===== config.mk =====
export PLATFORM = sky130hd
export DESIGN_NAME = chess_clock_ctrl
export DESIGN_NICKNAME = d
export VERILOG_FILES = /design/src/rtl/chess_clock_ctrl.sv
export SDC_FILE = /design/constraint.sdc
export NUM_CORES = 1
export LEC_CHECK = 0
export BUFFER_PORTS_ARGS = -buffer_cell sky130_fd_sc_hd__buf_4
export CAP_MARGIN = 20
export CORE_UTILIZATION = 35
export DETAILED_ROUTE_END_ITERATION = 10
export HOLD_SLACK_MARGIN = 0.02
export PLACE_DENSITY = 0.5
export SYNTH_ARGS = -nofsm -noshare
export SYNTH_HDL_FRONTEND = slang
export SYNTH_SLANG_ARGS = --single-unit

===== constraint.sdc =====
create_clock -name CLK -period 3.9 [get_ports CLK]
set_input_delay 0.39 -clock CLK [delete_from_list [all_inputs] [get_ports CLK]]
set_output_delay 0.39 -clock CLK [all_outputs]
set_load 0.02 [all_outputs]

===== src/rtl/chess_clock_ctrl.sv =====
// Turn sequencer for a two-player chess clock: per-player countdown, Fischer
// increment on hand-over, pause/resume, reload and sticky flag-fall.
module chess_clock_ctrl #(
    parameter int TIME_W    = 13,
    parameter int INIT_TIME = 300,
    parameter int INCREMENT = 0,
    parameter int MAX_TIME  = 5999
) (
    input  logic              CLK,
    input  logic              CLR,
    input  logic              TICK,
    input  logic              START,
    input  logic              BTN_A,
    input  logic              BTN_B,
    input  logic              PAUSE,
    input  logic              LOAD,
    output logic              PS_CE,
    output logic              PS_CLR,
    output logic [TIME_W-1:0] TIME_A,
    output logic [TIME_W-1:0] TIME_B,
    output logic [1:0]        ACTIVE,
    output logic [1:0]        FLAG
);

    typedef enum logic [2:0] {
        IDLE    = 3'd0,
        RUN_A   = 3'd1,
        RUN_B   = 3'd2,
        PAUSE_A = 3'd3,
        PAUSE_B = 3'd4,
        OVER    = 3'd5
    } state_t;

    localparam logic [TIME_W-1:0] INIT_V  = TIME_W'(INIT_TIME);
    localparam logic [TIME_W:0]   INC_V   = (TIME_W+1)'(INCREMENT);
    localparam logic [TIME_W:0]   MAX_V   = (TIME_W+1)'(MAX_TIME);

    state_t            state_reg;
    logic [TIME_W-1:0] dec_a;
    logic [TIME_W-1:0] dec_b;
    logic              fall_a;
    logic              fall_b;
    logic              running;

    // One extra bit so the increment cannot wrap before it is clamped.
    function automatic logic [TIME_W-1:0] add_inc(input logic [TIME_W-1:0] t);
        logic [TIME_W:0] s;
        s = {1'b0, t} + INC_V;
        if (s > MAX_V)
            s = MAX_V;
        return s[TIME_W-1:0];
    endfunction

    assign dec_a   = TICK ? TIME_A - 1'b1 : TIME_A;
    assign dec_b   = TICK ? TIME_B - 1'b1 : TIME_B;
    // Treating <=1 as a fall also guards against any underflow below zero.
    assign fall_a  = TICK && (TIME_A <= TIME_W'(1));
    assign fall_b  = TICK && (TIME_B <= TIME_W'(1));
    assign running = (state_reg == RUN_A) || (state_reg == RUN_B);

    assign PS_CE  = running;
    assign ACTIVE = (state_reg == RUN_A || state_reg == PAUSE_A) ? 2'b01 :
                    (state_reg == RUN_B || state_reg == PAUSE_B) ? 2'b10 : 2'b00;

    always_ff @(posedge CLK or posedge CLR) begin
        if (CLR) begin
            state_reg <= IDLE;
            TIME_A    <= INIT_V;
            TIME_B    <= INIT_V;
            PS_CLR    <= 1'b0;
            FLAG      <= 2'b00;
        end else begin
            PS_CLR <= 1'b0;
            if (LOAD && !running) begin
                state_reg <= IDLE;
                TIME_A    <= INIT_V;
                TIME_B    <= INIT_V;
                FLAG      <= 2'b00;
            end else begin
                case (state_reg)
                    IDLE: begin
                        if (START) begin
                            state_reg <= RUN_A;
                            PS_CLR    <= 1'b1;
                        end
                    end
                    RUN_A: begin
                        if (fall_a) begin
                            TIME_A    <= '0;
                            FLAG[0]   <= 1'b1;
                            state_reg <= OVER;
                        end else if (PAUSE) begin
                            TIME_A    <= dec_a;
                            state_reg <= PAUSE_A;
                        end else if (BTN_A) begin
                            TIME_A    <= add_inc(dec_a);
                            state_reg <= RUN_B;
                            PS_CLR    <= 1'b1;
                        end else begin
                            TIME_A <= dec_a;
                        end
                    end
                    RUN_B: begin
                        if (fall_b) begin
                            TIME_B    <= '0;
                            FLAG[1]   <= 1'b1;
                            state_reg <= OVER;
                        end else if (PAUSE) begin
                            TIME_B    <= dec_b;
                            state_reg <= PAUSE_B;
                        end else if (BTN_B) begin
                            TIME_B    <= add_inc(dec_b);
                            state_reg <= RUN_A;
                            PS_CLR    <= 1'b1;
                        end else begin
                            TIME_B <= dec_b;
                        end
                    end
                    // Resume keeps the prescaler phase, so no PS_CLR here.
                    PAUSE_A: if (PAUSE) state_reg <= RUN_A;
                    PAUSE_B: if (PAUSE) state_reg <= RUN_B;
                    OVER:    ;
                    default: state_reg <= IDLE;
                endcase
            end
        end
    end

endmodule


==> impl_metrics.sql <==
INSERT INTO impl_metrics (metric_group, metric, value, unit) VALUES
('placed_design', 'finalWeightedCongestion', '0.849', ''),
('power_and_ir_drop', 'cellPowerDensity', '684', 'nW/um2'),
('sta', 'timing_hold_violations_final', '0', ''),
('critical_path', 'crit_chain', 'inv_1 -> ha_1 -> or4b_1 -> nor4_1 -> mux2_2 -> o21a_1 -> a31oi_1 -> buf_4 -> o21ai_1 -> a22o_1', ''),
('grt', 'grt_first_pass_wirelength', '10900', 'um'),
('sta', 'timing.setup.tns', '0', 'ps'),
('clocking', 'clock_sinks', '32', ''),
('critical_path', 'critPathBufInv', '2', ''),
('drt', 'totalWireLength', '6550', 'um'),
('drt', 'post_detailed_route_count_of_antenna_violating_nets', '0', ''),
('critical_path', 'worst_ep_arrival_time', '3330', 'ps'),
('clocking', 'post_cts_repair_setup_buffers', '0', ''),
('critical_path', 'crit_path_max_delay_family', 'simple AND/OR/NAND/NOR gates', ''),
('sta', 'fmaxAchievable', '318', 'MHz'),
('sta', 'relSlewSlack', '0.496', ''),
('critical_path', 'critical_path.max_fanout', '7', ''),
('clocking', 'tritoncts', 'built', ''),
('synthesis', 'syn-instance-count', '291', ''),
('clocking', 'clock_pin_transition_on_the_worst_setup_and_hold_timing_paths', '80', 'ps'),
('clocking', 'cts_repair_resize_count', '0', ''),
('worst_hold_path', 'min-delay-path-class', 'in2async', ''),
('drt', 'wire_per_inst', '16.2', 'um'),
('critical_path', 'setup.worst_path.end_class', 'register', ''),
('sta', 'fin_hold_ws', '173', 'ps'),
('synthesis', 'syn_nets', '303', ''),
('critical_path', 'critical_path.slowest_cell', 'or4b_1', ''),
('synthesis', 'synth-warning-count', '0', ''),
('clocking', 'clock-root-buffer', 'clkbuf_8', ''),
('die', 'std_cell_rows', '29', ''),
('synthesis', 'synth.lib_cells_used.distinct', '59', ''),
('layout', 'flow.area_growth_from_synthesis', '20.0', '%'),
('die', 'dieArea', '7090', 'um2'),
('clocking', 'clk_latency', '290', 'ps'),
('critical_path', 'setup.worst_path.class', 'reg2reg', ''),
('grt', 'first_global_vias', '2078', ''),
('placed_design', 'input_output_buffers', '39', ''),
('power_and_ir_drop', 'cellLeakagePower', '1.26', 'nW'),
('layout', 'share_of_post_route_cells_with_drive_strength_above_1', '0.216', ''),
('die', 'die_h', '84.2', 'um'),
('status', 'violations', 'DRC', ''),
('synthesis', 'asyncSetResetFlopFracSynth', '1.00', ''),
('drt', 'drt_drc_violations_left', '10', ''),
('sta', 'least_margin_pin_slew', '751', 'ps'),
('sta', 'period_utilization', '0.806', ''),
('sta', 'timing_max_transition_violations_final', '0', ''),
('critical_path', 'timing.critical_path.from_type', 'register', ''),
('synthesis', 'yosysSeqAreaShare', '0.343', ''),
('grt', 'grt_max_degree', '33', ''),
('grt', 'grt_util_all_layers', '0.193', ''),
('sta', 'report.final.setup_viol', '0', ''),
('die', 'die_w', '84.2', 'um'),
('critical_path', 'timing.critical_path.required', '4090', 'ps'),
('drt', 'post_drt_via_cell_ratio', '5.82', ''),
('sta', 'grt_setup_unrepaired', 'no', ''),
('drt', 'detailedRoute.firstIterationViolations', '155', ''),
('power_and_ir_drop', 'vdd_ir_drop_max', '0.268', 'mV'),
('synthesis', 'ys_ff_latch', '32', ''),
('job', 'maxCapViolCount', '0', ''),
('sta', 'clock-skew-final', '9.15', 'ps'),
('clocking', 'cts.hold.buffers_added', '0', ''),
('layout', 'core_utilization_of_the_finished_layout', '0.442', ''),
('die', 'ioPinCount', '40', ''),
('die', 'start_util', '0.368', ''),
('grt', 'grt.overflow.total', '0', ''),
('drt', 'first_pass_iters', '7', ''),
('placed_design', 'hpwl_after_dpl', '4770', 'um'),
('drt', 'num_vias', '2359', ''),
('layout', 'antennaDiodeCount', '0', ''),
('synthesis', 'syn_area', '2370', 'um2'),
('sta', 'post-route-min-period', '3140', 'ps'),
('grt', 'antenna_violations_before_repair', '0', ''),
('clocking', 'clk_path_buf_depth', '2', ''),
('layout', 'final_net_count', '339', ''),
('clocking', 'cts_max_level', '2', ''),
('synthesis', 'mean_instance_size_in_the_synthesized_netlist', '8.13', 'um2'),
('critical_path', 'worst_path_largest_cell_delay', '490', 'ps'),
('die', 'coreArea', '6420', 'um2'),
('clocking', 'cts_made_buffers', '5', ''),
('status', 'status', 'finished with violations', ''),
('synthesis', 'synth-edff-count', '0', ''),
('synthesis', 'synth_ff_type', 'dfrtp_1', '');
-- routing by layer --
metal,up-vias,GRT usage,part of all wire
met1,1127,0.290,0.52
met2,53,0.273,0.42
met3,7,0.0413,0.050
met5,-,0,0
li1,1172,-,-
met4,0,0.0564,0.012
-- tightest hold or removal path, cell delays in order --
cell   delay [ps]
buf_4         100
inv_1          40
buf_4         360
-- cell usage after synthesis (5+ instances only) --
master    instances  area (um2)
a21o_1            6        45.0
dfrtp_1          24         601
o21ai_1          19        95.1
inv_1            11        41.3
nor2_1           27         101
o21ai_0          10        50.1
nor3_1           14        70.1
clkbuf_1         12        45.0
a21oi_1          18        90.1
or3_1             5        31.3
nand2b_1          6        37.5
nor4_1            9        56.3
dfstp_2           8         210
or4_1             9        67.6
nand2_1          28         105
-- final cells by class --
type,instances,area [um2]
Fill cell,649,3580
Multi-Input combinational cell,230,1430
Sequential cell,32,811
Timing Repair Buffer,47,353
Tap cell,77,96.3
Clock buffer,5,68.8
Clock inverter,3,42.5
Inverter,11,41.3
-- kinds of logic (layout without fill, tap and decap cells) --
group	after synthesis	after routing	share of synthesized area
fa+ha+maj	4	4	0.0212
xor+xnor	3	3	0.0111
flops	32	32	0.343
buf+inv	29	66	0.0545
compound gates	96	96	0.278
mux	3	3	0.0132
simple gates	124	124	0.280
-- stage by stage --
| stage | total power, mW | setup WS [ps] | cell area [um2] | std cells |
|---|---|---|---|---|
| 3_3_place_gp | 1.64 | 860 | 2730 | 397 |
| 2_1_floorplan | 1.29 | 972 | 2370 | 291 |
| 5_1_grt | 2.09 | 471 | 2840 | 405 |
| 4_1_cts | 1.96 | 722 | 2840 | 405 |
| 6_report | 1.94 | 756 | 2840 | 405 |
| 3_5_place_dp | 1.63 | 746 | 2730 | 397 |
-- final timing paths --
kind	start	endpoint	slack [ps]	cells past startpoint
setup / recovery	TIME_B[0]	TIME_B[1]	760	10
hold / removal	CLR	FLAG[1]	170	3
setup reg to reg	TIME_B[0]	TIME_B[1]	760	10
hold reg to reg	FLAG[1]	FLAG[1]	530	2
max in group asynchronous	CLR	TIME_A[8]	3370	3
min in group CLK	START	PS_CLR	400	3
-- placed cells by master, fill, tap and decap left out, types with 3 or more instances in the layout --
cell type  netlist  layout
a31oi_1          3       3
o21ai_0         10      10
or3_1            5       5
inv_1           11      11
dfrtp_1         24      24
buf_4            0      47
nand2b_1         6       6
nor4_1           9       9
dfstp_2          8       8
o21bai_1         3       3
nor3_1          14      14
clkbuf_8         0       5
and3_1           4       4
nand2_1         28      28
or2_1            3       3
o311a_1          4       4
a21oi_1         18      18
and4_1           3       3
or4_1            9       9
or2_2            3       3
o21a_1           3       3
ha_1             4       4
a21o_1           6       6
o311ai_1         3       3
o211ai_1         3       3
nor2_1          27      27
o21ai_1         19      19
a22o_1           3       3
o31a_1           4       4
-- where the power goes --
part / internal (mW) / switching [mW]
registers: 0.444 / 0.164
clock network: 0.189 / 0.135
logic: 0.421 / 0.590
No activity file was read; power rests on OpenSTA's default activity.
